==> src/rtl/seq_pattern_gen.sv <==
// Serial pattern transmitter: sends a captured PAT_W-bit pattern MSB-first, BIT_CYC clocks per bit,
// repeated a captured number of times with an optional idle gap between repetitions.
module seq_pattern_gen #(
    parameter int PAT_W   = 4,
    parameter int BIT_CYC = 2,
    parameter int GAP_CYC = 0,
    parameter int CNT_W   = 8
) (
    input  logic             i_clock,
    input  logic             i_reset,
    input  logic             i_start,
    input  logic             i_abort,
    input  logic [PAT_W-1:0] i_pattern,
    input  logic [CNT_W-1:0] i_repeat,
    output logic             o_bit,
    output logic             o_valid,
    output logic             o_busy,
    output logic             o_done
);

    localparam int IDX_W = (PAT_W > 1) ? $clog2(PAT_W) : 1;
    localparam int BCW   = (BIT_CYC > 1) ? $clog2(BIT_CYC) : 1;
    localparam int GCW   = (GAP_CYC > 1) ? $clog2(GAP_CYC) : 1;

    localparam logic [IDX_W-1:0] IDX_MSB  = IDX_W'(PAT_W - 1);
    localparam logic [BCW-1:0]   BIT_LAST = BCW'(BIT_CYC - 1);
    localparam logic [GCW-1:0]   GAP_LAST = GCW'((GAP_CYC > 0) ? GAP_CYC - 1 : 0);

    localparam logic [1:0] S_IDLE  = 2'd0;
    localparam logic [1:0] S_SHIFT = 2'd1;
    localparam logic [1:0] S_GAP   = 2'd2;
    localparam logic [1:0] S_DONE  = 2'd3;

    logic [1:0]       r_state,   w_state;
    logic [PAT_W-1:0] r_pattern, w_pattern;
    logic [CNT_W-1:0] r_remain,  w_remain;
    logic [IDX_W-1:0] r_bitIdx,  w_bitIdx;
    logic [BCW-1:0]   r_bitCnt,  w_bitCnt;
    logic [GCW-1:0]   r_gapCnt,  w_gapCnt;

    always_comb begin
        w_state   = r_state;
        w_pattern = r_pattern;
        w_remain  = r_remain;
        w_bitIdx  = r_bitIdx;
        w_bitCnt  = r_bitCnt;
        w_gapCnt  = r_gapCnt;
        case (r_state)
            S_IDLE: begin
                if (i_start) begin
                    if (i_repeat != '0) begin
                        w_state   = S_SHIFT;
                        w_pattern = i_pattern;
                        w_remain  = i_repeat;
                        w_bitIdx  = IDX_MSB;
                        w_bitCnt  = '0;
                    end else begin
                        w_state = S_DONE;
                    end
                end
            end
            S_SHIFT: begin
                if (i_abort) begin
                    w_state = S_IDLE;
                end else if (r_bitCnt != BIT_LAST) begin
                    w_bitCnt = r_bitCnt + BCW'(1);
                end else begin
                    w_bitCnt = '0;
                    if (r_bitIdx != '0) begin
                        w_bitIdx = r_bitIdx - IDX_W'(1);
                    end else begin
                        // End of one repetition: restart at the MSB unless this was the last one
                        w_bitIdx = IDX_MSB;
                        w_remain = r_remain - CNT_W'(1);
                        if (r_remain == CNT_W'(1)) begin
                            w_state = S_DONE;
                        end else if (GAP_CYC > 0) begin
                            w_state  = S_GAP;
                            w_gapCnt = '0;
                        end
                    end
                end
            end
            S_GAP: begin
                if (i_abort) begin
                    w_state = S_IDLE;
                end else if (r_gapCnt == GAP_LAST) begin
                    w_state  = S_SHIFT;
                    w_gapCnt = '0;
                end else begin
                    w_gapCnt = r_gapCnt + GCW'(1);
                end
            end
            default: begin
                w_state = S_IDLE;
            end
        endcase
        // Returning to IDLE (normal end or abort) always leaves the datapath cleared
        if (w_state == S_IDLE) begin
            w_pattern = '0;
            w_remain  = '0;
            w_bitIdx  = '0;
            w_bitCnt  = '0;
            w_gapCnt  = '0;
        end
    end

    // Outputs are registered from the next-state values so they line up with the state register
    always_ff @(posedge i_clock) begin
        if (i_reset) begin
            r_state   <= S_IDLE;
            r_pattern <= '0;
            r_remain  <= '0;
            r_bitIdx  <= '0;
            r_bitCnt  <= '0;
            r_gapCnt  <= '0;
            o_bit     <= 1'b0;
            o_valid   <= 1'b0;
            o_busy    <= 1'b0;
            o_done    <= 1'b0;
        end else begin
            r_state   <= w_state;
            r_pattern <= w_pattern;
            r_remain  <= w_remain;
            r_bitIdx  <= w_bitIdx;
            r_bitCnt  <= w_bitCnt;
            r_gapCnt  <= w_gapCnt;
            o_bit     <= (w_state == S_SHIFT) && w_pattern[w_bitIdx];
            o_valid   <= (w_state == S_SHIFT);
            o_busy    <= (w_state == S_SHIFT) || (w_state == S_GAP);
            o_done    <= (w_state == S_DONE);
        end
    end

endmodule

==> config.mk <==
export PLATFORM = sky130hd
export DESIGN_NAME = seq_pattern_gen
export DESIGN_NICKNAME = d
export VERILOG_FILES = /design/src/rtl/seq_pattern_gen.sv
export SDC_FILE = /design/constraint.sdc
export NUM_CORES = 1
export LEC_CHECK = 0
export BUFFER_PORTS_ARGS = -buffer_cell sky130_fd_sc_hd__clkbuf_2
export CAP_MARGIN = 10
export CORE_MARGIN = 5
export CORE_UTILIZATION = 31
export DETAILED_ROUTE_END_ITERATION = 8
export HOLD_SLACK_MARGIN = 0.06
export PLACE_DENSITY = 0.49
export SYNTH_ARGS = -nofsm -noshare
export SYNTH_HDL_FRONTEND = slang
export SYNTH_SLANG_ARGS = --single-unit
==> constraint.sdc <==
create_clock -name i_clock -period 4.5 [get_ports i_clock]
set_input_delay 0.45 -clock i_clock [delete_from_list [all_inputs] [get_ports i_clock]]
set_output_delay 0.45 -clock i_clock [all_outputs]
set_load 0.01 [all_outputs]
==> out/qor_table.md <==
| Stage | Metric | This run |
|---|---|---|
| status | Run status | complete, no violations |
| setup path | Critical Path Source | r_state[0]$_SDFF_PP0_ |
| synth | Gate count of the mapped netlist | 148 |
| setup path | Crit-path max FO | 11 |
| sta | Number of hold-slack violations in the final timing report | 0 |
| drt | First-pass detailed-route iteration total | 4 |
| synth | Share of synthesized cell area in and, or, nand and nor gates | 25.2% |
| cts | H-tree depth | 1 |
| synth | Largest family of logic cells by synthesized area | compound AO/OA/AOI/OAI gates |
| finish | Area added between synthesis and finish | 14.1% |
| setup path | Critical-path cell with the highest stage delay | nor2b_1 |
| finish | Final Core Density | 36.0% |
| floorplanning | Number of rows in the core area | 23 |
| synth | Post-synthesis share of cell area spent on full adders, half adders and majority gates | 6.04% |
| setup path | Type of element capturing the critical path | flop |
| sta | Count of final max-slew check failures | 0 |
| sta | Worst hold slack across all endpoints | 0.404 ns |
| cts | Post-CTS setup buffer count | 0 |
| finish | Diodes inserted | 0 |
| run | Max capacitance violation total | 0 |
| floorplanning | Starting utilization of the core area | 31.5% |
| setup path | CP startpoint kind | flop |
| sta | Fmax | 412 MHz |
| sta | Share of the clock period used by the worst path | 54.0% |
| drt | Wire length after detailed routing | 2.95 mm |
| global routing | First-pass GRT wire length | 4.78 mm |
| drt | Remaining number of nets flagged by the antenna check after routing | 0 |
| placed design | Placement-stage cell area | 1370 um2 |
| sta | Post-layout min period | 2.43 ns |
| drt | Number of remaining DRC errors | 0 |
| floorplanning | IO Count | 20 |
| setup path | Critical R2R Launch | r_state[0]$_SDFF_PP0_ |
| setup path | Critical path, cell by cell | nor2b_1, nand2_1, a21oi_2, o21ai_0, a31o_1 |
| cts | Buffer depth of the longest clock path | 2 |
| finish | Total number of nets in the final design | 189 |
| hold path | Worst min-delay path category | in2reg |
| setup path | Worst EP required | 4.66 ns |
| finish | Fraction of final layout cells sized beyond drive strength 1 | 20.5% |
| synth | Proportion of synthesized chip area in sequential cells | 33.8% |
| synth | Post-synthesis mux area share | 3.22% |
| finish | Number of standard cells in the layout, taps in and fillers out | 216 |
| synth | Post-Synth XOR/XNOR Area | 0% |
| global routing | Initial antenna violation count | 0 |
| drt | Number of DRC markers after the initial detailed-route iteration | 46 |
| sta | Slew @ Worst Pin | 0.773 ns |
| power and ir drop | Power density of the placed cells | 291 nW/um2 |
| drt | Detail-routed net length per standard cell | 13.6 um |
| placed design | Detailed placement HPWL | 2.28 mm |
| global routing | Final global-route overflow total | 0 |
| synth | Count of cell types in the netlist | 48 |
| floorplanning | Die boundary height | 73.3 um |
| power and ir drop | Leak | 0.553 nW |
| synth | Post-Synthesis Mean Instance Area | 8.40 um2 |
| drt | Total number of vias | 1,085 |
| drt | Vias per Instance | 5.02 |
| setup path | Slowest Stage Delay on Critical Path | 0.68 ns |
| sta | Max-slew headroom at the worst pin | 48.4% |
| synth | Summed instance area of the synthesized netlist | 1240 um2 |
| global routing | Pin count of the biggest net entering global routing | 16 |
| cts | Number of clock sinks seen by CTS | 21 |
| synth | Compound-cell area share of the yosys netlist | 26.6% |
| cts | Clock latency on the worst-skew pair | 0.26 ns |
| sta | Final-report setup violation count | 0 |
| placed design | Number of I/O port buffers | 19 |
| synth | Synth Warn # | 0 |
| finish | Fill count | 396 |
| floorplanning | Die outline area | 5380 um2 |
| sta | Setup repair after global routing missed its margin | no |
| power and ir drop | Worst vdd ir | 0.108 mV |
| sta | Setup TNS Final | 0 ns |
| sta | Clock Skews | 0.00134 ns |
| cts | Reg clk slew, reported paths | 0.08 ns |
| global routing | GR Util All Layers | 11.4% |
| cts | Root Buffer Master | clkbuf_8 |
| cts | TritonCTS clock tree | built |
| floorplanning | Horizontal extent of the die | 73.3 um |
| synth | Flip-flop and latch count after synthesis | 21 |
| placed design | Instance count after placement with tap cells included | 212 |
| placed design | RePlAce Congestion | 0.806 |
| setup path | Data arrival time of the critical path | 2.59 ns |
| finish | Post-route design area | 1420 um2 |
| synth | Number of nets in the synthesized netlist | 170 |
| global routing | Number of global-route vias before repair | 1,006 |
| cts | Resize count post-CTS | 0 |
| cts | Number of buffers added to fix hold violations after cts | 0 |
| floorplanning | Area of the core | 3940 um2 |
| hold path | Startpoint of the lowest-slack hold path | i_pattern[0] |
| setup path | Type of the worst setup path | reg2reg |
| cts | CTS Buf Count | 3 |
routing by layer:
layer,global-route usage (%),routed length (um)
met5,0,0
met4,3.62,37
met3,2.05,150
met2,17.6,1270
met1,16.2,1490
worst paths after layout:
path,endpoint,slack [ns],cells after the start
min,r_pattern[0]$_SDFF_PP0_,0.40,3
max reg2reg,r_remain[4]$_SDFFE_PP0P_,2.07,5
max,r_remain[4]$_SDFFE_PP0P_,2.07,5
min reg2reg,r_pattern[1]$_SDFF_PP0_,0.46,2
layout make-up:
class	instances	area (um2)	share of cell area [%]
Clock buffer	4	45.0	3.17
Multi-Input combinational cell	112	758	53.4
Timing Repair Buffer	19	95.1	6.70
Inverter	10	37.5	2.65
Tap cell	50	62.6	4.41
Sequential cell	21	420	29.6
cells in the final DEF (no fill, tap or decap), types with 2 or more instances in the layout:
cell type  synthesis  final
a21oi_1           15     15
a221oi_2           2      2
a31o_1             2      2
clkbuf_2           0     19
clkbuf_8           0      3
dfxtp_1           21     21
ha_1               6      6
inv_1             10     10
mux2i_1            4      4
nand2_1           17     17
nand3_1            3      3
nor2_1            14     14
nor2b_1            4      4
nor3_1             4      4
nor3b_1            3      3
o211ai_1           2      2
o21ai_0            4      4
o21ai_1            3      3
synth_stat cells, drive strengths merged:
library cell	n	share of area, %
o21ai	9	4.8
nor4bb	1	0.80
and2	1	0.50
nand2	17	5.1
or4	2	1.5
o41ai	1	0.70
nor3b	4	3.3
and4bb	1	1.0
inv	10	3.0
or2	1	0.50
nand3	3	1.2
nor2	14	4.2
clkbuf	3	0.91
o2111ai	1	0.70
a21bo	1	0.80
a21o	2	1.8
a22oi	1	0.60
nor2b	4	2.0
a221oi	2	2.4
nor3	4	1.6
and4	1	0.70
or3	1	0.50
and2b	1	0.60
o21a	2	1.3
nor4	1	0.50
mux2i	4	3.2
o32ai	1	1.3
ha	6	6.0
nand4	1	0.50
o22ai	1	0.50
a21boi	1	0.60
nand2b	1	0.50
a31o	2	1.4
buf	2	1.3
o31ai	1	1.0
a211oi	1	0.60
dfxtp	21	34
a21oi	16	6.7
o211ai	2	1.2
report_power, final:
group          leakage (nW)  switching [mW]  internal (mW)
sequential            0.171         0.00678          0.194
clock                0.0228          0.0614         0.0631
combinational         0.359          0.0530         0.0353
cell families after synthesis:
logic type	Yosys count
DFF	21
muxes	4
adders and majority gates	6
and+or+nand+nor	58
buffers and inverters	15
AOI/OAI and AO/OA	44
flip-flops by register name, summed over array words and instances, names as in the netlist:
| name | flops |
|---|---|
| r_pattern | 4 |
| r_state | 2 |
| r_bitIdx | 2 |
| o_valid | 1 |
| o_done | 1 |
| r_remain | 8 |
| o_bit | 1 |
| o_busy | 1 |
| r_bitCnt | 1 |
stage by stage:
stage          setup WS [ns]  power, mW
3_5_place_dp            1.94      0.293
2_1_floorplan           2.21      0.267
6_report                2.07      0.414
5_1_grt                 1.88      0.440
4_1_cts                 2.12      0.419
3_3_place_gp            1.99      0.292
critical path, delay by kind of cell (launching register included):
kind / cells / cell delay (ns)
flip-flops: 1 / 0.51
AND/OR/NAND/NOR: 2 / 0.94
AO/OA/AOI/OAI: 3 / 0.88
Power figures use the tool's default switching activity.
